==> src/rtl/branch_predictor.sv <==
// Branch predictor: a direct-mapped BTB with 2-bit saturating direction counters.
// Fetch lookup is combinational. Execute-stage resolution updates the table,
// flags mispredicts, supplies the redirect PC and drives a one-cycle recovery flush.
module branch_predictor #(
    parameter int unsigned PC_W  = 9,
    parameter int unsigned IDX_W = 4
) (
    input  logic            clk,
    input  logic            rst_n,
    // Fetch-side lookup
    input  logic [PC_W-1:0] Fetch_PC,
    output logic            PredTaken,
    output logic [31:0]     PredTarget,
    // Execute-side resolution
    input  logic            Ex_Valid,
    input  logic            Ex_IsBr,
    input  logic [PC_W-1:0] Ex_PC,
    input  logic            Ex_Taken,
    input  logic [31:0]     Ex_Target,
    input  logic            Ex_PredTaken,
    input  logic [31:0]     Ex_PredTarget,
    input  logic            Stall,
    // Recovery
    output logic            Mispredict,
    output logic [31:0]     Redirect_PC,
    output logic            Flush,
    // Statistics
    output logic [15:0]     BrCount,
    output logic [15:0]     MispCount
);

    localparam int unsigned Entries = 1 << IDX_W;
    localparam int unsigned TagW    = PC_W - IDX_W - 2;

    typedef enum logic {
        StIdle,
        StRecover
    } state_e;

    // Table storage
    logic [Entries-1:0] valid_q;
    logic [TagW-1:0]    tag_q [Entries];
    logic [PC_W-1:0]    tgt_q [Entries];
    logic [1:0]         ctr_q [Entries];

    // Single write port, computed from the execute-stage resolution
    logic               wr_en;
    logic [IDX_W-1:0]   wr_idx;
    logic [TagW-1:0]    wr_tag;
    logic [PC_W-1:0]    wr_tgt;
    logic [1:0]         wr_ctr;

    state_e             state_q, state_d;
    logic [15:0]        br_cnt_q, br_cnt_d;
    logic [15:0]        misp_cnt_q, misp_cnt_d;

    // Fetch lookup signals
    logic [IDX_W-1:0]   fetch_idx;
    logic [TagW-1:0]    fetch_tag;
    logic               fetch_hit;
    logic [PC_W-1:0]    fetch_pc_inc;

    // Execute resolution signals
    logic [IDX_W-1:0]   ex_idx;
    logic [TagW-1:0]    ex_tag;
    logic               ex_hit;
    logic               ex_taken_eff;
    logic               ex_active;
    logic               upd_en;
    logic               misp;
    logic [PC_W-1:0]    ex_pc_inc;
    logic [PC_W-1:0]    ex_tgt_lo;
    logic [PC_W-1:0]    ex_ptgt_lo;

    // Upper target bits are architecturally ignored (targets live in PC_W bits)
    logic               unused_tgt_bits;
    assign unused_tgt_bits = ^(Ex_Target >> PC_W) ^ ^(Ex_PredTarget >> PC_W);

    // Fetch-stage lookup reads registered table contents, so a same-cycle write
    // to the same index is seen only from the following cycle.
    always_comb begin
        fetch_idx    = Fetch_PC[IDX_W+1:2];
        fetch_tag    = Fetch_PC[PC_W-1:IDX_W+2];
        fetch_hit    = valid_q[fetch_idx] && (tag_q[fetch_idx] == fetch_tag);
        fetch_pc_inc = Fetch_PC + PC_W'(4);
        PredTaken    = fetch_hit && ctr_q[fetch_idx][1];
        PredTarget   = PredTaken ? 32'(tgt_q[fetch_idx]) : 32'(fetch_pc_inc);
    end

    // Execute-stage resolution: qualify, detect mispredict, form redirect.
    always_comb begin
        ex_idx       = Ex_PC[IDX_W+1:2];
        ex_tag       = Ex_PC[PC_W-1:IDX_W+2];
        ex_hit       = valid_q[ex_idx] && (tag_q[ex_idx] == ex_tag);
        ex_tgt_lo    = Ex_Target[PC_W-1:0];
        ex_ptgt_lo   = Ex_PredTarget[PC_W-1:0];
        ex_pc_inc    = Ex_PC + PC_W'(4);
        // A non-branch can never actually be taken, whatever the unit reports.
        ex_taken_eff = Ex_IsBr && Ex_Taken;
        // rst_n gating keeps the combinational outputs quiet while in reset.
        ex_active    = rst_n && Ex_Valid && !Stall && (state_q == StIdle);
        upd_en       = ex_active && Ex_IsBr;
        misp         = ex_active &&
                       ((ex_taken_eff != Ex_PredTaken) ||
                        (ex_taken_eff && (ex_tgt_lo != ex_ptgt_lo)));
        Mispredict   = misp;
        if (!misp) begin
            Redirect_PC = '0;
        end else if (ex_taken_eff) begin
            Redirect_PC = 32'(ex_tgt_lo);
        end else begin
            Redirect_PC = 32'(ex_pc_inc);
        end
    end

    // Table write-port: train on a hit, allocate on a taken miss, else leave alone.
    always_comb begin
        wr_en  = 1'b0;
        wr_idx = ex_idx;
        wr_tag = ex_tag;
        wr_tgt = tgt_q[ex_idx];
        wr_ctr = ctr_q[ex_idx];
        if (upd_en) begin
            if (ex_hit) begin
                wr_en = 1'b1;
                if (Ex_Taken) begin
                    wr_tgt = ex_tgt_lo;
                    if (ctr_q[ex_idx] != 2'd3) begin
                        wr_ctr = ctr_q[ex_idx] + 2'd1;
                    end
                end else if (ctr_q[ex_idx] != 2'd0) begin
                    wr_ctr = ctr_q[ex_idx] - 2'd1;
                end
            end else if (Ex_Taken) begin
                wr_en  = 1'b1;
                wr_tgt = ex_tgt_lo;
                wr_ctr = 2'd2;
            end
        end
    end

    // Table state: reset to invalid, weakly-not-taken.
    always_ff @(posedge clk or negedge rst_n) begin
        if (!rst_n) begin
            valid_q <= '0;
            for (int i = 0; i < int'(Entries); i++) begin
                tag_q[i] <= '0;
                tgt_q[i] <= '0;
                ctr_q[i] <= 2'd1;
            end
        end else if (wr_en) begin
            valid_q[wr_idx] <= 1'b1;
            tag_q[wr_idx]   <= wr_tag;
            tgt_q[wr_idx]   <= wr_tgt;
            ctr_q[wr_idx]   <= wr_ctr;
        end
    end

    // Recovery FSM next state: one RECOVER cycle after a mispredict, held by Stall.
    always_comb begin
        state_d = state_q;
        unique case (state_q)
            StIdle: begin
                if (misp) begin
                    state_d = StRecover;
                end
            end
            StRecover: begin
                if (!Stall) begin
                    state_d = StIdle;
                end
            end
            default: state_d = StIdle;
        endcase
        Flush = misp || (state_q == StRecover);
    end

    // Recovery FSM state register.
    always_ff @(posedge clk or negedge rst_n) begin
        if (!rst_n) begin
            state_q <= StIdle;
        end else begin
            state_q <= state_d;
        end
    end

    // Statistics next state: saturating counts of updates and mispredicts.
    always_comb begin
        br_cnt_d   = br_cnt_q;
        misp_cnt_d = misp_cnt_q;
        if (upd_en && (br_cnt_q != 16'hFFFF)) begin
            br_cnt_d = br_cnt_q + 16'd1;
        end
        if (misp && (misp_cnt_q != 16'hFFFF)) begin
            misp_cnt_d = misp_cnt_q + 16'd1;
        end
    end

    // Statistics registers.
    always_ff @(posedge clk or negedge rst_n) begin
        if (!rst_n) begin
            br_cnt_q   <= '0;
            misp_cnt_q <= '0;
        end else begin
            br_cnt_q   <= br_cnt_d;
            misp_cnt_q <= misp_cnt_d;
        end
    end

    assign BrCount   = br_cnt_q;
    assign MispCount = misp_cnt_q;

endmodule
==> config.mk <==
export PLATFORM = sky130hd
export DESIGN_NAME = branch_predictor
export DESIGN_NICKNAME = d
export VERILOG_FILES = /design/src/rtl/branch_predictor.sv
export SDC_FILE = /design/constraint.sdc
export NUM_CORES = 1
export LEC_CHECK = 0
export ABC_AREA = 0
export CAP_MARGIN = 5
export CORE_MARGIN = 8
export CORE_UTILIZATION = 40
export DETAILED_ROUTE_END_ITERATION = 8
export GPL_ROUTABILITY_DRIVEN = 0
export PLACE_DENSITY = 0.58
export SYNTH_ARGS = -nofsm -noshare
export SYNTH_HDL_FRONTEND = slang
export SYNTH_SLANG_ARGS = --single-unit
==> constraint.sdc <==
create_clock -name clk -period 4.7 [get_ports clk]
set_input_delay 0.94 -clock clk [delete_from_list [all_inputs] [get_ports clk]]
set_output_delay 0.94 -clock clk [all_outputs]
set_load 0.02 [all_outputs]
==> flow_summary_export.csv <==
group,metric,value,unit
outcome,run_status,"finished, final reports clean",
yosys,synth-main-ff-cell,"dfrtp_1",
global_route,grtUsageTotal,19.1,%
floorplanning,std_cell_core_area,37300,um^2
drt,antenna_left,0,
clocking,clock_tree_from_tritoncts,"built",
sta,setup_repair_after_global_routing_missed_its_margin,"no",
sta,fmax,217,MHz
drt,dr_total_vias,10300,
job,max-cap-violations,0,
clocking,cts_setup_buffers,0,
drt,drtPass1Iterations,5,
clocking,cts_max_level,2,
floorplanning,chipHeight,210,um
drt,viasPerCell,5.95,
worst_setup_path,cp_cell_sequence,"buf_6, mux4_2, mux4_2, xnor2_1, and3_1, buf_12, mux2_2, clkdlybuf4s50_1",
drt,drt_iter0_drc,673,
drt,drcViolationCount,0,
hold_path,worstHoldEndpoint,"MispCount[10]",
floorplanning,placement_rows,71,
sta,skew,0.0237,ns
drt,post_drt_wl_per_cell,24.1,um
sta,worst_slew_margin_rel,29.3,%
sta,fin_hold_viols,0,
power,p_per_area,362,nW/um^2
worst_setup_path,critPathTopFamily,"multiplexers",
final_layout,post-route-cell-area,17500,um^2
worst_setup_path,criticalPathCategory,"in -> out",
yosys,synth_top_area_share,42.8,%
placed_design,place_hpwl,30800,um
clocking,cts.repair.resized,3,
worst_setup_path,timing.critical_path.to_type,"output port",
hold_path,hold-path-cell-count,1,
sta,final_critical_period,4.60,ns
clocking,clock_sinks,273,
placed_design,post-place-cells,1672,
worst_setup_path,cp_max_stage_delay,0.57,ns
yosys,synth.cells.most_frequent,"257 x dfrtp_1, 160 x o22a_1, 118 x mux4_2, 61 x nand2_1, 51 x buf_4",
clocking,cts_buffers,35,
yosys,synthesis.instances,1145,
hold_path,min_path_type,"reg -> reg",
placed_design,pre_cts_slack,-0.107,ns
yosys,netlist_top_cells_area,"dfrtp_1 43%, mux4_2 18%, o22a_1 9.3%",
yosys,cell_with_the_most_instances_after_synthesis,"dfrtp_1",
worst_setup_path,crit_slowest_cell,"mux4_2",
floorplanning,die_x_extent,210,um
yosys,number_of_synthesized_flops_with_an_enable_pin,0,
placed_design,placed_cell_area,16300,um^2
hold_path,holdCritStartpoint,"MispCount[10]",
clocking,clk_transition_reported_paths,0.05,ns
power,irDropWorstVdd,0.240,mV
worst_setup_path,ff2ff_setup_slack,1.61,ns
drt,route.final.wire_length,41800,um
clocking,ctsLongestPathBuffers,3,
sta,slew_violations,0,
worst_setup_path,setup_crit_start_kind,"input port",
sta,final_min_period_over_clock_period,97.9,%
floorplanning,die-area,44000,um^2
global_route,first_global_vias,10800,
global_route,grt_max_degree,79,
worst_setup_path,crit_buf_inv,3,
global_route,number_of_antenna_violations_at_the_first_check_in_global_routing,1,
yosys,postSynthRegisterBits,273,
final_layout,nNetsFinal,1331,
yosys,synth-seq-area-share,45.6,%
sta,setup_viol,0,
clocking,post_cts_hold_buffer_count,0,
worst_setup_path,reg2reg_depth,9,
placed_design,placement.io_buffers,95,
worst_setup_path,worst-endpoint-arrival,3.66,ns
sta,hold_slack,0.489,ns
final_layout,post_route_cells_drive_above_1_share,22.6,%
worst_setup_path,timing.rr.start,"state_q",
worst_setup_path,worst_ep_required_time,3.76,ns
yosys,post_synth.cell_area_avg,13.1,um^2
global_route,grt-ovfl-total,0,
yosys,post_synth_num_cell_types,50,
yosys,syn_area,15000,um^2
power,leakage,7.28,nW
sta,timing_worst_slew_pin_value,1.06,ns
yosys,postSynth.asyncResetShare,100,%
power,finalPower,6.35,mW
final_layout,antenna-diode-count,0,
floorplanning,start_util,40.3,%
worst_setup_path,critical_path_peak_fanout,14,
final_layout,final.fill_count,3339,
yosys,synthDominantAreaCellType,"dfrtp_1",
clocking,worst_skew_pair.late_latency,0.52,ns
yosys,synth.yosys.warnings,0,
final_layout,syn_to_final_growth,16.6,%
sta,postLayoutSetupSlackWorst,0.0986,ns
floorplanning,pin_count,188,
clocking,cts_root_buf,"clkbuf_16",
worst_setup_path,critical_path.most_common_cell,"mux4_2",
worst_setup_path,r2r_end,"ctr_q[18]",
global_route,wire_length_of_the_first_global_routing_pass,66200,um
final_layout,finish.cell_count_without_fillers,1733,
-- cells in the final DEF (no fill, tap or decap), types with 9 or more instances in the layout --
cell type,synthesis,layout
a21oi_1,15,15
buf_4,51,42
mux2i_1,34,34
nor2_1,25,24
clkdlybuf4s50_1,0,86
clkbuf_8,0,10
o21ai_1,11,11
nand3_1,27,27
and2_1,20,20
xnor2_1,39,39
o2bb2ai_1,48,48
o21ai_2,9,9
o22a_1,160,160
clkbuf_16,0,35
o22ai_1,10,9
a21oi_4,10,10
xor2_1,16,16
nand2b_1,19,19
o21ai_0,15,15
dfstp_2,16,16
mux4_2,118,118
nand2_1,61,61
nand4_1,9,9
dfrtp_1,257,257
conb_1,1,46
a22o_1,16,16
mux2_2,11,11
-- logic make-up after synthesis --
family	synth area share [%]
flops	45.6
other cells	0.0250
simple gates	6.10
buf+inv	5.50
fa+ha+maj	0.583
mux	20.8
xor+xnor	3.21
compound gates	18.2
-- sequential cells by signal, summed over array words and instances, names as in the netlist --
| name | flops |
|---|---|
| BrCount | 16 |
| MispCount | 16 |
| ctr_q | 32 |
| state_q | 1 |
| tag_q | 48 |
| tgt_q | 144 |
| valid_q | 16 |
-- worst max path at each step --
| stage | start | end | slack (ns) | cells past startpoint |
|---|---|---|---|---|
| floorplan | Fetch_PC[3] | PredTarget[0] | 0.50 | 7 |
| global placement | Fetch_PC[2] | PredTarget[6] | -0.09 | 10 |
| detailed placement | Fetch_PC[2] | PredTarget[6] | -0.11 | 10 |
| CTS | Fetch_PC[2] | PredTarget[6] | 0.07 | 8 |
| global route | Fetch_PC[2] | PredTarget[7] | 0.004 | 8 |
| finish | Fetch_PC[2] | PredTarget[7] | 0.1 | 8 |
-- report_power, final --
group / leakage [nW] / switching [mW] / internal [mW] / total [mW]
registers: 3.66 / 0.168 / 2.54 / 2.71
logic: 3.04 / 0.466 / 0.461 / 0.927
clock network: 0.581 / 1.02 / 1.69 / 2.72
total: 7.28 / 1.66 / 4.69 / 6.35
-- through the flow --
stage          TNS [ns]  util (%)
6_report              0      47.0
5_1_grt               0      47.0
3_3_place_gp     -0.521      43.7
3_5_place_dp     -0.620      43.7
2_1_floorplan         0         -
4_1_cts               0      46.9
-- metal layers --
layer / GRT usage, % / share of wire [%] / vias up
met5: 0 / 0 / -
met4: 6.20 / 2.9 / 0
met3: 2.82 / 5.9 / 58
met2: 30.8 / 48 / 328
met1: 26.4 / 44 / 5340
li1: - / - / 4580
-- cell type report --
| class | instances | area (um^2) | share of cell area (%) |
|---|---|---|---|
| clock inverters | 11 | 148 | 0.843 |
| repair buffers | 139 | 1320 | 7.55 |
| inverters | 9 | 33.8 | 0.193 |
| multi-input cells | 777 | 7540 | 43.0 |
| clock buffers | 50 | 1030 | 5.89 |
| flip-flops and latches | 273 | 6850 | 39.1 |
| well taps | 474 | 593 | 3.38 |
No activity file was read; power rests on OpenSTA's default activity.
